`src/rtl/cache_driver_pkg.sv`:
```
// Shared definitions for the cache_driver walking-ones tester:
// FSM encoding, pattern length and error-counter sizing.
package cache_driver_pkg;

  typedef enum logic [2:0] {
    IDLE  = 3'd0,
    WRITE = 3'd1,
    GAP   = 3'd2,
    READ  = 3'd3,
    DONE  = 3'd4
  } state_t;

  localparam int PATTERN_LEN = 8;
  localparam int IDX_W       = $clog2(PATTERN_LEN);
  localparam int ERR_W       = 4;
  localparam logic [ERR_W-1:0] ERR_MAX = '1;

endpackage

```
`src/rtl/cache_driver_wait_timer.sv`:
```
// Per-transaction wait counter: cleared by restart, counts up and parks at
// timeout-1, where expired is raised.
module wait_timer #(
  parameter int timeout = 16,
  parameter int cnt_w   = $clog2(timeout + 1)
) (
  input  logic             clk,
  input  logic             clr,
  input  logic             restart,
  output logic             expired,
  output logic [cnt_w-1:0] count
);

  logic [cnt_w-1:0] r_count;

  assign expired = (r_count == cnt_w'(timeout - 1));
  assign count   = r_count;

  always_ff @(posedge clk or posedge clr) begin
    if (clr) begin
      r_count <= '0;
    end else if (restart) begin
      r_count <= '0;
    end else if (!expired) begin
      r_count <= r_count + 1'b1;
    end
  end

endmodule

```
`src/rtl/cache_driver.sv`:
```
// Cache exerciser: writes a walking-ones pattern to eight consecutive
// addresses, reads them back, and reports error count and first failing address.
module cache_driver
  import cache_driver_pkg::*;
#(
  parameter int                 d_width   = 8,
  parameter int                 a_width   = 8,
  parameter logic [a_width-1:0] base_addr = '0,
  parameter int                 timeout   = 16
) (
  input  logic               clk,
  input  logic               clr,
  input  logic               start,
  input  logic               odv,
  input  logic [d_width-1:0] data_fromcache,
  output logic [a_width-1:0] addr_tocache,
  output logic [d_width-1:0] data_tocache,
  output logic               rw_tocache,
  output logic               ce_tocache,
  output logic               busy,
  output logic               done,
  output logic               pass,
  output logic [ERR_W-1:0]   err_count,
  output logic [a_width-1:0] fail_addr
);

  localparam int CNT_W = $clog2(timeout + 1);

  state_t             r_state, w_state_next;
  logic [IDX_W-1:0]   r_idx, w_idx_next;
  logic               r_rd_phase, w_rd_phase_next;
  logic [ERR_W-1:0]   r_err, w_err_next;
  logic [a_width-1:0] r_fail_addr, w_fail_addr_next;

  logic               w_in_txn;
  logic               w_err_evt;
  logic               w_expired;
  logic [CNT_W-1:0]   w_count;
  logic               w_unused_count;
  logic [a_width-1:0] w_addr;
  logic [d_width-1:0] w_pattern;

  assign w_in_txn  = (r_state == WRITE) || (r_state == READ);
  assign w_addr    = base_addr + a_width'(r_idx);
  assign w_pattern = {{(d_width-1){1'b0}}, 1'b1} << r_idx;

  // Timer is held clear outside WRITE/READ so each transaction starts at 0.
  wait_timer #(
    .timeout (timeout),
    .cnt_w   (CNT_W)
  ) u_wait_timer (
    .clk     (clk),
    .clr     (clr),
    .restart (!w_in_txn),
    .expired (w_expired),
    .count   (w_count)
  );

  assign w_unused_count = ^w_count;

  always_ff @(posedge clk or posedge clr) begin
    if (clr) begin
      r_state     <= IDLE;
      r_idx       <= '0;
      r_rd_phase  <= 1'b0;
      r_err       <= '0;
      r_fail_addr <= '0;
    end else begin
      r_state     <= w_state_next;
      r_idx       <= w_idx_next;
      r_rd_phase  <= w_rd_phase_next;
      r_err       <= w_err_next;
      r_fail_addr <= w_fail_addr_next;
    end
  end

  always_comb begin
    w_state_next     = r_state;
    w_idx_next       = r_idx;
    w_rd_phase_next  = r_rd_phase;
    w_err_next       = r_err;
    w_fail_addr_next = r_fail_addr;
    w_err_evt        = 1'b0;

    case (r_state)
      IDLE, DONE: begin
        if (start) begin
          w_state_next     = WRITE;
          w_idx_next       = '0;
          w_rd_phase_next  = 1'b0;
          w_err_next       = '0;
          w_fail_addr_next = '0;
        end
      end
      WRITE: begin
        // odv wins over a simultaneous expiry
        if (odv) begin
          w_state_next = GAP;
        end else if (w_expired) begin
          w_state_next = GAP;
          w_err_evt    = 1'b1;
        end
      end
      READ: begin
        if (odv) begin
          w_state_next = GAP;
          w_err_evt    = (data_fromcache != w_pattern);
        end else if (w_expired) begin
          w_state_next = GAP;
          w_err_evt    = 1'b1;
        end
      end
      GAP: begin
        if (r_idx == IDX_W'(PATTERN_LEN - 1)) begin
          w_idx_next = '0;
          if (r_rd_phase) begin
            w_state_next = DONE;
          end else begin
            w_state_next    = READ;
            w_rd_phase_next = 1'b1;
          end
        end else begin
          w_idx_next   = r_idx + 1'b1;
          w_state_next = r_rd_phase ? READ : WRITE;
        end
      end
      default: w_state_next = IDLE;
    endcase

    if (w_err_evt) begin
      if (r_err == '0) begin
        w_fail_addr_next = w_addr;
      end
      if (r_err != ERR_MAX) begin
        w_err_next = r_err + 1'b1;
      end
    end
  end

  assign ce_tocache   = w_in_txn;
  assign rw_tocache   = (r_state == READ);
  assign addr_tocache = w_in_txn ? w_addr : '0;
  assign data_tocache = (r_state == WRITE) ? w_pattern : '0;
  assign busy         = w_in_txn || (r_state == GAP);
  assign done         = (r_state == DONE);
  assign pass         = (r_state == DONE) && (r_err == '0);
  assign err_count    = r_err;
  assign fail_addr    = r_fail_addr;

endmodule
```
`config.mk`:
```
export PLATFORM = sky130hd
export DESIGN_NAME = cache_driver
export DESIGN_NICKNAME = d
export VERILOG_FILES = /design/src/rtl/cache_driver_pkg.sv /design/src/rtl/cache_driver_wait_timer.sv /design/src/rtl/cache_driver.sv
export SDC_FILE = /design/constraint.sdc
export NUM_CORES = 1
export LEC_CHECK = 0
export BUFFER_PORTS_ARGS = -buffer_cell sky130_fd_sc_hd__buf_4
export CAP_MARGIN = 40
export CORE_MARGIN = 4
export CORE_UTILIZATION = 40
export CTS_CLUSTER_DIAMETER = 100
export DETAILED_ROUTE_END_ITERATION = 7
export GPL_TIMING_DRIVEN = 0
export PLACE_DENSITY = 0.74
export SLEW_MARGIN = 15
export SYNTH_ARGS = -nofsm -noshare
export SYNTH_HDL_FRONTEND = slang
export SYNTH_SLANG_ARGS = --single-unit
```
`constraint.sdc`:
```
create_clock -name clk -period 2.2 [get_ports clk]
set_clock_uncertainty 0.15 [all_clocks]
set_input_delay 0.55 -clock clk [delete_from_list [all_inputs] [get_ports clk]]
set_output_delay 0.55 -clock clk [all_outputs]
set_load 0.1 [all_outputs]
```
# Word level (Yosys, flattened, before mapping)
# Index checks and enable logic that the tools add are counted.
dict set report word_totals {
  output_inout_bits 33
  reg_bits 24
  inputBits 12
  wordCells 62
}
dict set report classes {
  reduce_logical 11
  eq_ne 12
  n_shift 1
  n_mux 29
  add_sub_neg 3
}
# op n
set op_table {}
lappend op_table {{two-way mux 8 bit} 5}
lappend op_table {{two-way mux 3 bit} 8}
lappend op_table {{two-way mux 4 bit} 4}
lappend op_table {{two-way mux 5 bit} 2}
lappend op_table {{one-hot mux 3 bit (3 select lines)} 1}
lappend op_table {{!= test 8 bit} 1}
lappend op_table {{<< shifter 1 x 3 -> 8 bit, first input constant} 1}
lappend op_table {{== test 3 x 2 -> 1 bit, second input constant} 2}
lappend op_table {{== test 3 bit, second input constant} 2}
lappend op_table {{!= test 2 bit, second input constant} 3}
lappend op_table {{one-hot mux 3 bit (2 select lines)} 1}
lappend op_table {{adder 5 x 1 -> 5 bit, second input constant} 1}
lappend op_table {{== test 5 x 4 -> 1 bit, second input constant} 1}
lappend op_table {{two-way mux 1 bit} 5}
lappend op_table {{adder 4 x 1 -> 4 bit, second input constant} 1}
lappend op_table {{zero test 4 bit} 1}
lappend op_table {{!= test 4 bit, second input constant} 1}
lappend op_table {{one-hot mux 1 bit (2 select lines)} 2}
lappend op_table {{AND reduction 2 bit} 2}
lappend op_table {{OR reduction 2 bit} 2}
lappend op_table {{adder 3 x 1 -> 3 bit, second input constant} 1}
lappend op_table {{== test 3 x 1 -> 1 bit, second input constant} 1}
lappend op_table {{zero test 3 bit} 1}
lappend op_table {{!= test 3 x 1 -> 1 bit, second input constant} 1}
lappend op_table {{5 further kinds} 6}

# Longest topological paths before layout
dict set report depth {
  ltp_word 5
  ltp_mapped 10
  mapped_depth_nobuf 9
}

# Modules after synthesis
# A second synthesis with hierarchy kept.
dict set report unflattened {
  hier_cells 171
  area_unflattened_um2 1594.0
}
# module n_inst area_per_inst_um2 seq_area_each_um2 cells_each
set by_module_without_submodules {}
lappend by_module_without_submodules {cache_driver 1 1351.3 475.5 148}
lappend by_module_without_submodules {wait_timer 1 242.7 125.1 23}

# Least setup slack after synthesis
# Ideal clock, no wire load.
dict set report synth_path {
  path_type {reg-to-output}
  from {register r_state[2]}
  to {output port data_tocache[5]}
  n_path_buf 2
  arrival_time_ns 3.708
  required_ns 1.500
  slack_ns -2.208
  path_stages_with_launch 5
  path_cell_list {dfrtp_1 -> nand2b_1 -> buf_6 -> clkbuf_1 -> nor4_1}
}
dict set report synth_between {
  elab_chain_cells 2
}
# element line_no
set synth_lines {}
lappend synth_lines {{start, declared} cache_driver.sv:29} ;# state_t r_state, w_state_next;
lappend synth_lines {{start signal, assigned} cache_driver.sv:69} ;# r_state <= w_state_next;
lappend synth_lines {{== test 3 x 1 -> 1 bit} cache_driver.sv:143} ;# assign data_tocache = (r_state == WRITE) ? w_pattern : '0;
lappend synth_lines {{two-way mux 8 bit} cache_driver.sv:143}
lappend synth_lines {{end, declared} cache_driver.sv:17} ;# output logic [d_width-1:0] data_tocache,
# No other way between the ends.

# Worst setup path after layout
dict set report layout_path {
  from {register r_idx[1]}
  to {register r_err[1], in the netlist err_count[1]}
}
dict set report layout_between {
  elab_chain_cells 5
}
# element line_no
set layout_lines {}
lappend layout_lines {{start, declared} cache_driver.sv:30} ;# logic [IDX_W-1:0] r_idx, w_idx_next;
lappend layout_lines {{start signal, assigned} cache_driver.sv:70} ;# r_idx <= w_idx_next;
lappend layout_lines {{<< shifter 1 x 3 -> 8 bit} cache_driver.sv:45} ;# assign w_pattern = {{(d_width-1){1'b0}}, 1'b1} << r_idx;
lappend layout_lines {{!= test 8 bit} cache_driver.sv:107} ;# w_err_evt = (data_fromcache != w_pattern);
lappend layout_lines {{two-way mux 1 bit} cache_driver.sv:105} ;# if (odv) begin
lappend layout_lines {{one-hot mux 1 bit (2 select lines)} cache_driver.sv:85} ;# case (r_state)
lappend layout_lines {{two-way mux 4 bit} cache_driver.sv:130} ;# if (w_err_evt) begin
lappend layout_lines {{named net w_err_next[1]} cache_driver.sv:32} ;# logic [ERR_W-1:0] r_err, w_err_next;
lappend layout_lines {{end signal, assigned} cache_driver.sv:72} ;# r_err <= w_err_next;
lappend layout_lines {{end, declared} cache_driver.sv:32}
# The timed path passes the listed nets, and every way through them passes these cells.
# A chain may end at the register's enable or synchronous reset.

==> impl_results.md <==
* Drt via density at between 5 and 6
* Area leader, netlist: dfrtp_1
* Proportion of power drawn by the clock network at a little under an eighth
* Core Area at approximately 3800 sq um
* Skew-Pair Late Insertion Delay at between 0.2 and 0.3 ns
* Required @ worst endpoint at between 2 and 2.5 ns
* Drt drc at 0
* Synth area leaders: dfrtp_1 (38%), ha_1 (9.4%), and2_1 (4.7%)
* Leakage at around 1.2 nW
* Die width at approximately 71 um
* First-pass GRT wire length at around 7200 um
* Fmax at about 0.44 GHz
* Detailed Place HPWL at about 2800 um
* Status: finished, violations left
* Clk slew on worst S/H paths at ~0.090 ns
* Htree depth at 1
* GRT Total Usage at 17.5%
* # setup viols final at 7
* Design Area, Final at ~2700 sq um
* Num rows at 22
* RD Place Congestion at 0.820
* Crit. Startpoint: r_idx[1]
* MaxCap Viol Count at 0
* Synth warn at 0
* Ant. Diodes at 0
* Syn-to-layout area delta at 68.2%
* Grt ovf at 0
* Clock sinks at 24
* Max VDD drop at about 1.1 mV
* Root Buffer: clkbuf_8
* Pre-CTS setup slack at -0.185 ns
* Routed wire length per instance at 15.7 um
* Clock Path Buffers at 2
* RSZ-0062 raised after global routing: yes
* I/O pins at 45
* Sw Ratio at about half
* Final min period at between 2 and 2.5 ns
* FF+latch count, synth at 24
* Failing checks: setup timing
* Most instantiated cells after synthesis: dfrtp_1 (24), nor2_1 (19), nand2_1 (14), and2_1 (12), ha_1 (12)
* Syn avg cell area at between 9 and 10 sq um
* Final #Nets at about 270
* Sequential share of the synthesized area at roughly 38%
* Starting Density at 42.4%
* Critical path class: flop to flop
* Setup TNS at -0.195 ns
* Via count at ~1500
* Mapped Cells at about 170
* Cell with the most instances after synthesis: dfrtp_1
* Comb power frac at between 60% and 70%
* Pre-antenna DRT Iters at 4
* Layout cells sized above 1 at 55.7%
* Final period util at 103%
* Power per Cell Area at 1260 nW/um^2
* Area share of the largest cell type after synthesis at a little under two fifths
* Hold_ws at between 0.1 and 0.15 ns
* R2r startpoint: r_idx[1]
* Vias in the first global route at about 1500
* Antenna-violating nets left at 0
* Switching pwr at between 0.0015 and 0.002 W
* Largest net degree at the start of global routing at 18
* Die H at 71.2 um
* Maximum fanout along the worst path at 6
* Startpoint Class: flop
* Crit. End Element: flop
* Cell variety after synth at 43
* Drt total wl at ~4600 um
* Antenna violations before repair at 0
* Initial drt markers at 70
* Mapped cell area at between 1500 and 2000 sq um
* CTS tree: yes
* Most common flop cell mapped by yosys: dfrtp_1
* Critical path data arrival time at about 2.3 ns
* # fillers at approximately 250
* EDFF count, synth at 0
* Cts hold-fix bufs at 0
* Async S/R FF share, synth at 100%
* Pint at 0.00164 W
* Post-place instance area at roughly 2200 sq um
* Hold Violations, Final at 0
* Die ar. at between 5000 and 6000 sq um
* Cts bufs inserted at 3
* Reg power frac at around a fifth
* Final Slew Violations at 0
* I/O Buffers at 39
* Worst setup margin at -0.0732 ns
* Worst hold path type: input port to asynchronous set/reset pin
-- timing repair --
action,in CTS,in global routing
setup endpoints to repair,26,27
pin swaps,9,12
resized for setup,48,22
setup buffers,20,5
hold endpoints to repair,0,0
-- stage by stage --
step                utilization (%)  power (W)  std cells
finish                         71.3    0.00340        292
global route                   71.3    0.00356        292
CTS                            68.6    0.00317        288
detailed placement             57.1    0.00248        264
global placement               56.3    0.00244        263
floorplan                         -    0.00212        176
-- cells by family after synthesis --
logic type                 synth area share [%]
AOI/OAI and AO/OA                          12.8
xor gates and xnor gates                   4.93
adders and majority gates                  9.39
buffers and inverters                      6.65
DFF                                        37.6
muxes                                      4.77
other                                     0.235
and+or+nand+nor                            23.7
-- metal layers --
layer	vias to the layer above	GRT usage [%]	share of wire [%]
li1	715	-	-
met1	709	22.3	41
met2	55	30.8	52
met3	10	3.09	5.5
met4	0	3.97	2.0
met5	-	0	0
-- state kept, by name (all words and copies together) (netlist names) --
| name | count |
|---|---|
| r_idx | 3 |
| err_count | 4 |
| r_state | 3 |
| r_rd_phase | 1 |
| u_wait_timer.count | 5 |
| fail_addr | 8 |
-- worst paths after layout --
kind                                endpoint  slack (ns)  depth (start not counted)
worst min register to register  fail_addr[7]        0.35                          1
worst min-delay path            fail_addr[5]        0.11                          2
worst max-delay path            err_count[1]       -0.07                          9
min in group clk                fail_addr[7]        0.35                          1
worst max register to register  err_count[1]       -0.07                          9
max in group asynchronous         r_state[2]        1.34                          3
-- final cells by class --
| class | count | area (sq um) | share of cell area (%) |
|---|---|---|---|
| clock inverter | 1 | 30.0 | 1.12 |
| inverter | 10 | 55.1 | 2.05 |
| timing repair buffer | 65 | 658 | 24.5 |
| sequential | 24 | 614 | 22.8 |
| tap | 48 | 60.1 | 2.23 |
| buffer | 9 | 92.6 | 3.44 |
| clock buffer | 3 | 41.3 | 1.54 |
| multi-input combinational | 132 | 1140 | 42.3 |
-- layout by cell type, fill, tap and decap left out, types with 4 or more instances in the layout --
master and count:
nand2_1 13, buf_12 9, ha_4 7, xnor2_1 5, buf_4 52, buf_6 10, nand2b_1 5, o21ai_0 5
and2_4 6, conb_1 5, nor2_1 15, a21oi_1 7, and2_1 6, inv_4 4, dfrtp_2 5, mux2i_1 5
dfrtp_1 17
-- power by group through the flow --
stage	Combinational (W)	Clock [W]	Sequential [W]
5_1_grt	0.00248	0.000411	0.000667
3_3_place_gp	0.00179	0	0.000653
2_1_floorplan	0.00125	0	0.000869
6_report	0.00235	0.000386	0.000656
4_1_cts	0.00214	0.000385	0.000648
3_5_place_dp	0.00182	0	0.000658
-- worst max-delay path, cell delays in order (launching register included) --
cell and delay [ns]:
dfrtp_2 0.46, inv_2 0.11, buf_6 0.11, ha_4 0.14, and4bb_1 0.22, a22oi_2 0.13
a21oi_2 0.10, a31oi_4 0.34, nand2_4 0.09, mux2_4 0.30
No activity file was read; power rests on OpenSTA's default activity.
